`src/rtl/aes_chip_link_pkg.sv`:
```
// aes_link_pkg: shared constants, TX state type and helpers for the AES chip link.
package aes_link_pkg;

  localparam int LINK_BYTES = 16;
  localparam int LINK_W     = 9;

  typedef enum logic [2:0] {
    TX_IDLE   = 3'd0,
    TX_LOAD   = 3'd1,
    TX_SETUP  = 3'd2,
    TX_TOGGLE = 3'd3,
    TX_HOLD   = 3'd4
  } tx_state_t;

  // Largest of three sizes; used to size the shared wait/idle counters.
  function automatic int max3(input int a, input int b, input int c);
    int m;
    m = a;
    if (b > m) m = b;
    if (c > m) m = c;
    return m;
  endfunction

endpackage

```
`src/rtl/aes_chip_link_if.sv`:
```
// aes_chip_link_if: core-side block handshakes of the AES chip link.
// master = link endpoint (delivers RX blocks, accepts results), slave = AES core.
interface aes_chip_link_if;
  import aes_link_pkg::*;

  logic [LINK_BYTES*8-1:0] blk_data;
  logic                    blk_valid;
  logic                    blk_ready;
  logic [LINK_BYTES*8-1:0] res_data;
  logic                    res_valid;
  logic                    res_ready;

  modport master (
    output blk_data, blk_valid, res_ready,
    input  blk_ready, res_data, res_valid
  );

  modport slave (
    input  blk_data, blk_valid, res_ready,
    output blk_ready, res_data, res_valid
  );
endinterface

```
`src/rtl/aes_chip_link_toggle_sync.sv`:
```
// link_toggle_sync: brings the asynchronous shakehand toggle into the clk domain
// (2-flop synchroniser + edge flop) and carries the byte through two flops in step,
// so byte_data is the value that was stable around the detected toggle.
module link_toggle_sync
  import aes_link_pkg::*;
(
  input  logic              clk,
  input  logic              rst,
  input  logic [LINK_W-1:0] link_in,
  output logic              byte_vld,
  output logic [7:0]        byte_data
);

  logic       tgl_meta_r;
  logic       tgl_sync_r;
  logic       tgl_last_r;
  logic [7:0] dat_meta_r;
  logic [7:0] dat_sync_r;

  // Synchronise toggle and data together; keep previous synced level for edge detect.
  always_ff @(posedge clk or posedge rst) begin
    if (rst) begin
      tgl_meta_r <= 1'b0;
      tgl_sync_r <= 1'b0;
      tgl_last_r <= 1'b0;
      dat_meta_r <= 8'h00;
      dat_sync_r <= 8'h00;
    end else begin
      tgl_meta_r <= link_in[LINK_W-1];
      tgl_sync_r <= tgl_meta_r;
      tgl_last_r <= tgl_sync_r;
      dat_meta_r <= link_in[7:0];
      dat_sync_r <= dat_meta_r;
    end
  end

  // Any transition (rise or fall) of the synced toggle marks one new byte.
  assign byte_vld  = tgl_sync_r ^ tgl_last_r;
  assign byte_data = dat_sync_r;

endmodule

```
`src/rtl/aes_chip_link.sv`:
```
// aes_chip_link: chip-side endpoint of the byte-serial AES test link.
// RX deserialises 16 toggle-handshake bytes into a 128-bit block for the core
// (holding register + shift register); TX serialises core results onto link_out
// with SETUP_CYC data setup and HOLD_CYC hold around each toggle.
// Optional macro LINK_TIMEOUT_EN: abort a partial RX block after TIMEOUT_CYC idle clocks.
module aes_chip_link
  import aes_link_pkg::*;
#(
  parameter int SETUP_CYC   = 4,
  parameter int HOLD_CYC    = 8,
  parameter int TIMEOUT_CYC = 4096
) (
  input  logic              clk,
  input  logic              rst,
  input  logic [LINK_W-1:0] link_in,
  output logic [LINK_W-1:0] link_out,
  aes_chip_link_if.master   core,
  output logic              rx_overflow,
  output logic              rx_timeout
);

  localparam int                BLK_W      = LINK_BYTES * 8;
  localparam int                WAIT_W     = $clog2(max3(SETUP_CYC, HOLD_CYC, TIMEOUT_CYC) + 1);
  localparam logic [3:0]        LAST_IDX   = 4'(LINK_BYTES - 1);
  localparam logic [WAIT_W-1:0] SETUP_LAST = WAIT_W'(SETUP_CYC - 1);
  localparam logic [WAIT_W-1:0] HOLD_LAST  = WAIT_W'(HOLD_CYC - 1);

  // ---------------- RX ----------------
  logic             rx_vld_s;
  logic [7:0]       rx_byte_s;
  logic [BLK_W-1:0] rx_shift_next_s;
  logic             rx_abort_s;
  logic [BLK_W-1:0] rx_shift_r;
  logic [3:0]       rx_cnt_r;
  logic [BLK_W-1:0] blk_data_r;
  logic             blk_valid_r;
  logic             rx_overflow_r;

  link_toggle_sync u_sync (
    .clk       (clk),
    .rst       (rst),
    .link_in   (link_in),
    .byte_vld  (rx_vld_s),
    .byte_data (rx_byte_s)
  );

  assign rx_shift_next_s = {rx_shift_r[BLK_W-9:0], rx_byte_s};

  // Shift bytes in, hand complete blocks to the holding register or flag overflow.
  always_ff @(posedge clk or posedge rst) begin
    if (rst) begin
      rx_shift_r    <= {BLK_W{1'b0}};
      rx_cnt_r      <= 4'd0;
      blk_data_r    <= {BLK_W{1'b0}};
      blk_valid_r   <= 1'b0;
      rx_overflow_r <= 1'b0;
    end else begin
      if (rx_vld_s) begin
        rx_shift_r <= rx_shift_next_s;
        rx_cnt_r   <= rx_cnt_r + 4'd1;
      end else if (rx_abort_s) begin
        rx_cnt_r   <= 4'd0;
      end
      if (rx_vld_s && (rx_cnt_r == LAST_IDX)) begin
        if (!blk_valid_r || core.blk_ready) begin
          blk_data_r  <= rx_shift_next_s;
          blk_valid_r <= 1'b1;
        end else begin
          rx_overflow_r <= 1'b1;
        end
      end else if (blk_valid_r && core.blk_ready) begin
        blk_valid_r <= 1'b0;
      end
    end
  end

`ifdef LINK_TIMEOUT_EN
  logic [WAIT_W-1:0] idle_cnt_r;
  logic              rx_timeout_r;

  assign rx_abort_s = !rx_vld_s && (rx_cnt_r != 4'd0) &&
                      (idle_cnt_r == WAIT_W'(TIMEOUT_CYC - 1));

  // Idle counter for a partial block; restarts on every byte, saturates otherwise.
  always_ff @(posedge clk or posedge rst) begin
    if (rst) begin
      idle_cnt_r   <= {WAIT_W{1'b0}};
      rx_timeout_r <= 1'b0;
    end else begin
      rx_timeout_r <= rx_abort_s;
      if (rx_vld_s || (rx_cnt_r == 4'd0) || rx_abort_s) begin
        idle_cnt_r <= {WAIT_W{1'b0}};
      end else if (idle_cnt_r != {WAIT_W{1'b1}}) begin
        idle_cnt_r <= idle_cnt_r + 1'b1;
      end
    end
  end

  assign rx_timeout = rx_timeout_r;
`else
  assign rx_abort_s = 1'b0;
  assign rx_timeout = 1'b0;
`endif

  assign core.blk_data  = blk_data_r;
  assign core.blk_valid = blk_valid_r;
  assign rx_overflow    = rx_overflow_r;

  // ---------------- TX ----------------
  tx_state_t         state_r, state_next_s;
  logic [BLK_W-1:0]  tx_shift_r, tx_shift_next_s;
  logic [3:0]        idx_r, idx_next_s;
  logic [WAIT_W-1:0] wait_r, wait_next_s;
  logic [7:0]        out_byte_r, out_byte_next_s;
  logic              out_tgl_r, out_tgl_next_s;
  logic              res_ready_r;

  // TX state register and datapath registers; res_ready is high exactly while in IDLE.
  always_ff @(posedge clk or posedge rst) begin
    if (rst) begin
      state_r     <= TX_IDLE;
      tx_shift_r  <= {BLK_W{1'b0}};
      idx_r       <= 4'd0;
      wait_r      <= {WAIT_W{1'b0}};
      out_byte_r  <= 8'h00;
      out_tgl_r   <= 1'b0;
      res_ready_r <= 1'b0;
    end else begin
      state_r     <= state_next_s;
      tx_shift_r  <= tx_shift_next_s;
      idx_r       <= idx_next_s;
      wait_r      <= wait_next_s;
      out_byte_r  <= out_byte_next_s;
      out_tgl_r   <= out_tgl_next_s;
      res_ready_r <= (state_next_s == TX_IDLE);
    end
  end

  // TX next-state and datapath: byte out, wait setup, toggle, wait hold, repeat 16x.
  always_comb begin
    state_next_s    = state_r;
    tx_shift_next_s = tx_shift_r;
    idx_next_s      = idx_r;
    wait_next_s     = wait_r;
    out_byte_next_s = out_byte_r;
    out_tgl_next_s  = out_tgl_r;
    case (state_r)
      TX_IDLE: begin
        if (core.res_valid && res_ready_r) begin
          tx_shift_next_s = core.res_data;
          idx_next_s      = 4'd0;
          state_next_s    = TX_LOAD;
        end else begin
          state_next_s    = TX_IDLE;
        end
      end
      TX_LOAD: begin
        out_byte_next_s = tx_shift_r[BLK_W-1 -: 8];
        wait_next_s     = {WAIT_W{1'b0}};
        state_next_s    = TX_SETUP;
      end
      TX_SETUP: begin
        if (wait_r >= SETUP_LAST) begin
          wait_next_s  = {WAIT_W{1'b0}};
          state_next_s = TX_TOGGLE;
        end else begin
          wait_next_s  = wait_r + 1'b1;
        end
      end
      TX_TOGGLE: begin
        out_tgl_next_s = ~out_tgl_r;
        wait_next_s    = {WAIT_W{1'b0}};
        state_next_s   = TX_HOLD;
      end
      TX_HOLD: begin
        if (wait_r >= HOLD_LAST) begin
          wait_next_s = {WAIT_W{1'b0}};
          if (idx_r == LAST_IDX) begin
            state_next_s = TX_IDLE;
          end else begin
            idx_next_s      = idx_r + 4'd1;
            tx_shift_next_s = tx_shift_r << 8;
            out_byte_next_s = tx_shift_r[BLK_W-9 -: 8];
            state_next_s    = TX_SETUP;
          end
        end else begin
          wait_next_s = wait_r + 1'b1;
        end
      end
      default: begin
        wait_next_s  = {WAIT_W{1'b0}};
        state_next_s = TX_IDLE;
      end
    endcase
  end

  assign link_out       = {out_tgl_r, out_byte_r};
  assign core.res_ready = res_ready_r;

endmodule
```
`src/flat_wrapper.sv`:
```
// flat-port wrapper written by rule: the top's interface ports become plain ports
module aes_chip_link_flat import aes_link_pkg::*;
#(
  parameter int SETUP_CYC   = 4,
  parameter int HOLD_CYC    = 8,
  parameter int TIMEOUT_CYC = 4096
)
  (clk, rst, link_in, link_out, rx_overflow, rx_timeout, core_blk_data, core_blk_valid, core_res_ready, core_blk_ready, core_res_data, core_res_valid);
  aes_chip_link_if core_i ();
  input  logic clk;
  input  logic rst;
  input  logic [LINK_W-1:0] link_in;
  output logic [LINK_W-1:0] link_out;
  output logic rx_overflow;
  output logic rx_timeout;
  output wire logic [$bits(core_i.blk_data)-1:0] core_blk_data;
  output wire logic [$bits(core_i.blk_valid)-1:0] core_blk_valid;
  output wire logic [$bits(core_i.res_ready)-1:0] core_res_ready;
  input wire logic [$bits(core_i.blk_ready)-1:0] core_blk_ready;
  input wire logic [$bits(core_i.res_data)-1:0] core_res_data;
  input wire logic [$bits(core_i.res_valid)-1:0] core_res_valid;
  assign core_blk_data = core_i.blk_data;
  assign core_blk_valid = core_i.blk_valid;
  assign core_res_ready = core_i.res_ready;
  assign core_i.blk_ready = core_blk_ready;
  assign core_i.res_data = core_res_data;
  assign core_i.res_valid = core_res_valid;
  aes_chip_link #(.SETUP_CYC(SETUP_CYC), .HOLD_CYC(HOLD_CYC), .TIMEOUT_CYC(TIMEOUT_CYC)) u_core (.clk(clk), .rst(rst), .link_in(link_in), .link_out(link_out), .core(core_i), .rx_overflow(rx_overflow), .rx_timeout(rx_timeout));
endmodule
```
`config.mk`:
```
export PLATFORM = sky130hd
export DESIGN_NAME = aes_chip_link_flat
export DESIGN_NICKNAME = d
export VERILOG_FILES = /design/src/rtl/aes_chip_link_pkg.sv /design/src/rtl/aes_chip_link_if.sv /design/src/rtl/aes_chip_link_toggle_sync.sv /design/src/rtl/aes_chip_link.sv /design/src/flat_wrapper.sv
export SDC_FILE = /design/constraint.sdc
export NUM_CORES = 1
export LEC_CHECK = 0
export BUFFER_PORTS_ARGS = -buffer_cell sky130_fd_sc_hd__buf_2
export CORE_MARGIN = 3
export CORE_UTILIZATION = 35
export CTS_BUF_LIST = sky130_fd_sc_hd__clkbuf_4 sky130_fd_sc_hd__clkbuf_8
export CTS_CLUSTER_SIZE = 28
export DETAILED_ROUTE_END_ITERATION = 12
export PLACE_DENSITY = 0.53
export SETUP_SLACK_MARGIN = 0.3
export SLEW_MARGIN = 10
export SYNTH_ARGS = -nofsm -noshare
export SYNTH_HDL_FRONTEND = slang
export SYNTH_SLANG_ARGS = --single-unit
export TNS_END_PERCENT = 20
```
`constraint.sdc`:
```
create_clock -name clk -period 39.4 [get_ports clk]
set_input_delay 3.94 -clock clk [delete_from_list [all_inputs] [get_ports clk]]
set_output_delay 3.94 -clock clk [all_outputs]
set_load 0.005 [all_outputs]
```
==> results of run 1 <==
## area by class of cell
cell class / instances / area, um^2
clock inverter: 11 / 108.9
timing repair buffer: 296 / 1521
clock buffer: 121 / 1521
antenna: 6 / 15.01
fill: 4703 / 27460
sequential: 431 / 10790
tap: 656 / 820.8
multi-input combinational: 876 / 5983
inverter: 7 / 33.78
## sequential cells by signal, summed over array words and instances, names as in the netlist
name	flops
u_core.core.blk_data	128
u_core.tx_shift_r	128
u_core.rx_shift_r	120
u_core.wait_r	13
u_core.out_byte_r	8
u_core.u_sync.byte_data	8
u_core.u_sync.dat_meta_r	8
u_core.idx_r	4
u_core.rx_cnt_r	4
u_core.state_r	3
u_core.core.blk_valid	1
u_core.core.res_ready	1
u_core.out_tgl_r	1
u_core.rx_overflow	1
u_core.u_sync.tgl_last_r	1
u_core.u_sync.tgl_meta_r	1
u_core.u_sync.tgl_sync_r	1
## logic make-up after synthesis
family	synth area share, %
XOR/XNOR	0.7097
AO/OA/AOI/OAI	12.69
flip-flops	62.43
other	0.02171
AND/OR/NAND/NOR	10.15
buffers and inverters	3.295
adder cells (fa/ha/maj)	0.2173
multiplexers	10.49
## layer usage
layer / up-vias / GRT usage [%]
met5: - / 0
met4: 0 / 6.097
met3: 74 / 4.404
met2: 251 / 25.60
met1: 5857 / 23.34
li1: 5514 / -
## cells in the mapped netlist, types with 2 or more instances
| library cell | n | area [um^2] |
|---|---|---|
| xor2_1 | 3 | 26.28 |
| buf_1 | 7 | 26.28 |
| buf_6 | 11 | 123.9 |
| a21oi_1 | 2 | 10.01 |
| o32a_1 | 112 | 1121 |
| xnor2_1 | 11 | 96.34 |
| nor3_1 | 12 | 60.06 |
| o21a_1 | 112 | 840.8 |
| nand4_1 | 5 | 31.28 |
| or2_2 | 3 | 18.77 |
| nor4_1 | 5 | 31.28 |
| mux2_1 | 101 | 1137 |
| o31ai_1 | 4 | 30.03 |
| buf_2 | 20 | 100.1 |
| a31oi_1 | 2 | 12.51 |
| nor2_1 | 9 | 33.78 |
| buf_4 | 16 | 120.1 |
| nand3_1 | 5 | 25.02 |
| mux2_2 | 59 | 664.4 |
| ha_1 | 3 | 37.54 |
| o21ai_0 | 12 | 60.06 |
| o311ai_0 | 2 | 17.52 |
| dfrtp_1 | 431 | 10790 |
| inv_1 | 7 | 26.28 |
| clkbuf_1 | 46 | 172.7 |
| nand2b_1 | 4 | 25.02 |
| nand2_1 | 392 | 1471 |
## path summary, 6_finish.rpt
| kind | startpoint | endpoint | slack (ns) | cells after the start |
|---|---|---|---|---|
| worst max-delay path | core_blk_ready | u_core.core.blk_data[101]$_DFFE_PP0P_ | 33.68 | 5 |
| worst min-delay path | u_core.u_sync.dat_meta_r[0]$_DFF_PP0_ | u_core.u_sync.byte_data[0]$_DFF_PP0_ | 0.35 | 0 |
| worst max register to register | u_core.wait_r[8]$_DFFE_PP0N_ | u_core.tx_shift_r[5]$_DFFE_PP0P_ | 36.15 | 5 |
| worst min register to register | u_core.u_sync.dat_meta_r[0]$_DFF_PP0_ | u_core.u_sync.byte_data[0]$_DFF_PP0_ | 0.35 | 0 |
| max in group asynchronous | rst | u_core.rx_shift_r[37]$_DFFE_PP0P_ | 33.73 | 4 |
| min in group asynchronous | rst | u_core.wait_r[1]$_DFFE_PP0N_ | 3.35 | 2 |
## worst max-delay path, cell delays in order
cell and delay [ns]:
buf_2 0.09, nand2b_1 0.20, nand2b_4 0.63, buf_4 0.91
mux2_1 0.39
## where the power goes
| group | total, mW | internal [mW] | switching (mW) |
|---|---|---|---|
| sequential | 0.714 | 0.605 | 0.109 |
| combinational | 0.366 | 0.184 | 0.182 |
| clock | 0.439 | 0.252 | 0.187 |
==> out/metrics.cfg, run 1 <==
[power]
p_leak_nw=10.24
power.total_mw=1.520
p_per_area_nw_per_um2=73.09
irDropWorstVdd_v=0.00003133

[yosys]
ys_seq_elements=431
netlist_instances=1414
yosysUniqueCellTypes=45
ys.flop_type=dfrtp_1
ys_seq_area_share_pct=62.43
avgSynthCellArea_um2=12.22
syn_nets=1558
synth_edf_count=0
synth_warnings=0
synth_area_um2=17280
async_flop_share_pct=100.0

[finish]
area_growth_pct=20.34
final_area_um2=20790
final_util_pct=43.09
final_nets=1833
layout_common_cells=431 x dfrtp_1, 391 x nand2_1, 280 x buf_2
stdcell_count=2404
drive_above_1_share_pct=28.82
final_common_cell=dfrtp_1

[clocking]
cts_resized=0
cts_root_buf=clkbuf_8
cts_buffers=77
cts_tree=done
ctsHoldBuffers=0
cts_buffer_depth=3
htreeDepth=3
insertion_delay_ns=0.66
clkSinkCount=431
postCtsSetupBuffers=0
path_clk_slew_ns=0.06

[floorplan]
fp.dieH_um=228.2
io_pins=282
core_area_um2=48250
rows=80
die_w_um=228.2
die_area_um2=52060
start_util_pct=35.81

[detailed_routing]
drtAntennaViolNets=0
drt_iter0_markers=693
met1_length_um=20400
vias=11700
post-route-drc-count=0
top_layer=met4
dr_wl_met3_um=2237
drt_wl_total_um=43620
post_drt_wl_per_cell_um=18.15
firstDrtPassIters=5
viasPerCell=4.865
route.met2.wl_um=19920

[sta]
period_share_pct=14.51
setup_ws_ns=33.68
fin_tns_setup_ns=0
rsz0062_at_grt=no
fmax_ghz=0.1749
fin_hold_ws_ns=0.3462
drv_slew=0
finalHoldViolCount=0
worst_pin_slew_ns=1.130
setup_viol_count_final=0
maxSlewHeadroom_pct=24.65
fin_skew_ns=0.03890
min_period_ns=5.717

[worst_setup_path]
worstPathRequired_ns=39.91
startpoint_type=input port
critPathArrivalTime_ns=6.22
end_kind=register
criticalPathCategory=input port to register
cp_max_fo=74

[placement]
io_buffer_count=280
pre_cts_ws_ns=32.89
placed_area_um2=19140
dp.cells=2266
gp_congestion=0.8003
hpwl_um=27520

[global_routing]
grt_max_degree=102
grt_pass1_vias=12230
grt_usage_pct=16.85
grt_pass1_wl_um=70210
grt_remaining_overflow=0
grt_antenna_before_repair=4

[flow_run]
drv_cap=0

[run_status]
outcome=complete, no violations

[hold_path]
hp-class=register to register

No activity file was read; power rests on OpenSTA's default activity.
==> inputs of run 2 (changes only) <==
--- a/config.mk
+++ b/config.mk
@@ -11,7 +11,7 @@
 export CTS_BUF_LIST = sky130_fd_sc_hd__clkbuf_4 sky130_fd_sc_hd__clkbuf_8
 export CTS_CLUSTER_SIZE = 28
 export DETAILED_ROUTE_END_ITERATION = 12
-export PLACE_DENSITY = 0.53
+export PLACE_DENSITY = 0.55
 export SETUP_SLACK_MARGIN = 0.3
 export SLEW_MARGIN = 10
 export SYNTH_ARGS = -nofsm -noshare
==> constraint.sdc (replaced) <==
create_clock -name clk -period 5 [get_ports clk]
set_input_delay 0.5 -clock clk [delete_from_list [all_inputs] [get_ports clk]]
set_output_delay 0.5 -clock clk [all_outputs]
set_load 0.005 [all_outputs]
==> out/metrics.cfg, run 2 (synthesis gave the netlist of run 1 again) <==
[floorplan]
io_pins=282
start_util_pct=35.81
die_area_um2=52060
die_w_um=228.2
fp.dieH_um=228.2
rows=80
core_area_um2=48250

[detailed_routing]
viasPerCell=4.849
drt_iter0_markers=689
post_drt_wl_per_cell_um=17.77
firstDrtPassIters=4
vias=11680
post-route-drc-count=0
drtAntennaViolNets=0
drt_wl_total_um=42780

[finish]
area_growth_pct=20.52
drive_above_1_share_pct=28.51
final_common_cell=dfrtp_1
multi_input_area_um2=5983
filler_cell_count=4710
layout_common_cells=431 x dfrtp_1, 391 x nand2_1, 280 x buf_2
seqCellArea_um2=10790
final_util_pct=43.16
final_nets=1839

[global_routing]
grt_max_degree=171
grt_antenna_before_repair=6
grt_pass1_wl_um=68920
grt_pass1_vias=12080
grt_usage_pct=16.45
grt_remaining_overflow=0

[worst_setup_path]
criticalPathCategory=register to register
rrSetupSlack_ns=2.26
cp_cell_sequence=nor3b_2 > nand2_4 > o21ai_4 > buf_12 > o21a_1
r2r-start=u_core.state_r[2]$_DFF_PP0_
startpoint_type=register
cp_max_fo=106
critPathArrivalTime_ns=3.30
worst_path_largest_cell_delay_ns=0.67
cp_slowest_cell=o21ai_4
worstPathRequired_ns=5.56
reg2reg_depth=5
timing.rr.end=u_core.tx_shift_r[66]$_DFFE_PP0P_
end_kind=register

[clocking]
cts_resized=0
cts_buffers=76
path_clk_slew_ns=0.06
cts_tree=done
ctsHoldBuffers=9
cts_buffer_depth=3
htreeDepth=3
postCtsSetupBuffers=0
cts_root_buf=clkbuf_8
insertion_delay_ns=0.64
clkSinkCount=431

[sta]
drv_slew=0
rsz0062_at_grt=no
min_period_ns=2.737
fin_tns_setup_ns=0
fmax_ghz=0.3653
fin_skew_ns=0.02723
period_share_pct=54.74
worst_pin_slew_ns=1.074
finalHoldViolCount=0
fin_hold_ws_ns=0.09123
maxSlewHeadroom_pct=28.42
setup_viol_count_final=0

[placement]
hpwl_um=27120
gp_congestion=0.7717
io_buffer_count=280

[power]
power.total_mw=11.79
p_leak_nw=10.24
irDropWorstVdd_v=0.0002402
p_per_area_nw_per_um2=566.4

[flow_run]
drv_cap=0

[hold_path]
hp-class=input port to asynchronous set/reset pin

[run_status]
outcome=complete, no violations

[run 2: power breakdown]
group	total, mW	switching, mW	internal [mW]
Sequential	5.60	0.832	4.77
Combinational	2.92	1.45	1.46
Clock	3.28	1.42	1.86
[run 2: routing by layer]
| metal | GRT usage (%) | wire length (um) |
|---|---|---|
| met1 | 22.72 | 19700 |
| met2 | 24.66 | 19530 |
| met3 | 4.691 | 2593 |
| met4 | 6.196 | 934 |
| met5 | 0 | 32 |
[run 2: how the worst max path moves through the flow]
stage / cells past startpoint / endpoint / slack (ns) / startpoint
2_1_floorplan: 1 / u_core.core.blk_data[0]$_DFFE_PP0P_ / -1.32 / rst
6_report: 5 / u_core.tx_shift_r[66]$_DFFE_PP0P_ / 2.26 / u_core.state_r[2]$_DFF_PP0_
3_5_place_dp: 5 / u_core.idx_r[0]$_DFFE_PP0P_ / 2.26 / u_core.state_r[2]$_DFF_PP0_
5_1_grt: 5 / u_core.idx_r[0]$_DFFE_PP0P_ / 1.97 / u_core.state_r[2]$_DFF_PP0_
4_1_cts: 5 / u_core.idx_r[0]$_DFFE_PP0P_ / 2.22 / u_core.state_r[2]$_DFF_PP0_
3_3_place_gp: 5 / u_core.idx_r[0]$_DFFE_PP0P_ / 2.29 / u_core.state_r[2]$_DFF_PP0_
[run 2: area by class of cell]
class	count	share of cell area (%)
Sequential cell	431	51.80
Multi-Input combinational cell	876	28.74
Timing Repair Buffer	303	7.968
Clock buffer	122	7.073
Tap cell	656	3.942
Clock inverter	8	0.2764
Inverter	7	0.1442
Antenna cell	5	0.06009
[run 2: worst max-delay path: cells and delay by family, from the launching register on]
kind | cells | cell delay (ns)
AND/OR/NAND/NOR | 2 | 0.75
buffers and inverters | 1 | 0.45
flip-flops | 1 | 0.52
AO/OA/AOI/OAI | 2 | 0.85
[run 2: per-stage QoR]
step | std cells | instance area (um^2) | setup slack [ns]
3_3_place_gp | 2264 | 19190 | 2.285
3_5_place_dp | 2264 | 19190 | 2.256
4_1_cts | 2403 | 20810 | 2.217
5_1_grt | 2406 | 20820 | 1.973
6_report | 2408 | 20820 | 2.263
2_1_floorplan | 1414 | 17280 | -1.319
==> inputs of run 3 (changes only) <==
==> constraint.sdc (replaced) <==
create_clock -name clk -period 2.45 [get_ports clk]
set_input_delay 0.245 -clock clk [delete_from_list [all_inputs] [get_ports clk]]
set_output_delay 0.245 -clock clk [all_outputs]
set_load 0.005 [all_outputs]
==> out/metrics.cfg, run 3 (synthesis gave the netlist of run 1 again) <==
[sta]
setup_ws_ns=0.3855
min_period_ns=2.064
setup_viol_count_final=0
period_share_pct=84.26
worst_pin_slew_ns=0.7400
fmax_ghz=0.4844
maxSlewHeadroom_pct=50.24
fin_hold_ws_ns=0.1899
fin_skew_ns=0.02313
rsz0062_at_grt=no
drv_slew=0
fin_tns_setup_ns=0
finalHoldViolCount=0

[detailed_routing]
drt_wl_total_um=45940
post-route-drc-count=0
vias=12570
post_drt_wl_per_cell_um=17.97
drt_iter0_markers=857
drtAntennaViolNets=0
firstDrtPassIters=6
viasPerCell=4.916

[hold_path]
holdCritStartpoint=core_res_valid
hold_end=u_core.tx_shift_r[7]$_DFFE_PP0P_
hp-class=input port to register
hold_path_depth=4

[power]
p_per_area_nw_per_um2=1087
p_leak_nw=10.95
power.total_mw=24.45
irDropWorstVdd_v=0.0007142

[worst_setup_path]
cp_slowest_cell=dfrtp_1
worstPathRequired_ns=2.97
r2r-start=u_core.state_r[1]$_DFF_PP0_
worst_path_largest_cell_delay_ns=0.54
cp_max_fo=117
critPathArrivalTime_ns=2.58
startpoint_type=register
rrSetupSlack_ns=0.39
timing.rr.end=u_core.tx_shift_r[77]$_DFFE_PP0P_
cp_cell_sequence=nor3b_2 > nand2_4 > buf_12 > o32a_1 > o21a_1
end_kind=register
reg2reg_depth=5
criticalPathCategory=register to register

[floorplan]
die_w_um=228.2
core_area_um2=48250
start_util_pct=35.81
fp.dieH_um=228.2
io_pins=282
die_area_um2=52060
rows=80

[finish]
area_growth_pct=30.12
final_area_um2=22480
stdcell_count=2556
final_nets=1990
final_util_pct=46.59
final_common_cell=dfrtp_1
drive_above_1_share_pct=27.55
layout_common_cells=429 x dfrtp_1, 391 x nand2_1, 280 x buf_2
filler_cell_count=4493

[placement]
io_buffer_count=280
pre_cts_ws_ns=0.1335
dp.cells=2279
gp_congestion=0.7600
placed_area_um2=19400
hpwl_um=27600

[clocking]
cts_root_buf=clkbuf_8
path_clk_slew_ns=0.06
cts_buffers=75
insertion_delay_ns=0.64
cts_tree=done
cts_buffer_depth=3
htreeDepth=3
clkSinkCount=431

[global_routing]
grt_use_met1_pct=23.83
grt.busiest_layer=met2
grt_antenna_before_repair=4
use_met3_pct=4.429
grt_util_met2_pct=26.83
grt_max_degree=125
grt_usage_pct=17.44
grt_pass1_wl_um=73420
grt_pass1_vias=13040
grt_remaining_overflow=0

[run_status]
outcome=complete, no violations

[flow_run]
drv_cap=0

==> run 3: worst max path at each step <==
| stage | from | to | slack, ns | cells past startpoint |
|---|---|---|---|---|
| final | u_core.state_r[1]$_DFF_PP0_ | u_core.tx_shift_r[77]$_DFFE_PP0P_ | 0.39 | 5 |
| after global routing | u_core.state_r[1]$_DFF_PP0_ | u_core.idx_r[3]$_DFFE_PP0P_ | 0.31 | 5 |
| after CTS | u_core.wait_r[0]$_DFFE_PP0N_ | u_core.out_byte_r[1]$_DFFE_PP0P_ | 0.21 | 5 |
| after detailed placement | u_core.wait_r[3]$_DFFE_PP0N_ | u_core.tx_shift_r[3]$_DFFE_PP0P_ | 0.13 | 5 |
| after global placement | u_core.wait_r[3]$_DFFE_PP0N_ | u_core.tx_shift_r[0]$_DFFE_PP0P_ | 0.20 | 5 |
| after floorplan | rst | u_core.core.blk_data[0]$_DFFE_PP0P_ | -3.61 | 1 |
==> run 3: cell type report <==
class	count	area [um^2]	share of cell area (%)
Sequential cell	431	10790	47.99
Multi-Input combinational cell	877	6037	26.85
Timing Repair Buffer	454	3276	14.57
Clock buffer	118	1461	6.501
Tap cell	656	820.8	3.651
Clock inverter	8	55.05	0.2449
Inverter	7	30.03	0.1336
Antenna cell	5	12.51	0.05566
==> run 3: power by group <==
group	switching [mW]	internal (mW)	total [mW]	leakage [nW]
Combinational	3.09	3.23	6.33	4.72
Clock	2.88	3.77	6.64	0.808
Sequential	1.74	9.74	11.5	5.42
==> run 3: worst max-delay path, delay by kind of cell, from the launching register on <==
family | cells | cell delay, ns
flops | 1 | 0.54
compound gates | 2 | 0.53
simple gates | 2 | 0.51
buf+inv | 1 | 0.23
==> run 3: repair_timing <==
| action | in CTS | in global routing |
|---|---|---|
| pin swaps | 2 | 2 |
| endpoints found under the setup margin | 138 | 145 |
| endpoints found under the hold margin | 186 | 0 |
| gates cloned | 1 | 2 |
| setup buffers | 1 | 3 |
| resized for setup | 2 | 9 |
| hold buffers | 139 | 0 |
==> run 3: layer usage <==
| metal | wire length, um | share of wire [%] |
|---|---|---|
| met3 | 2349 | 5.1 |
| met2 | 20840 | 45 |
| met4 | 1559 | 3.4 |
| met5 | 0 | 0 |
| met1 | 21190 | 46 |
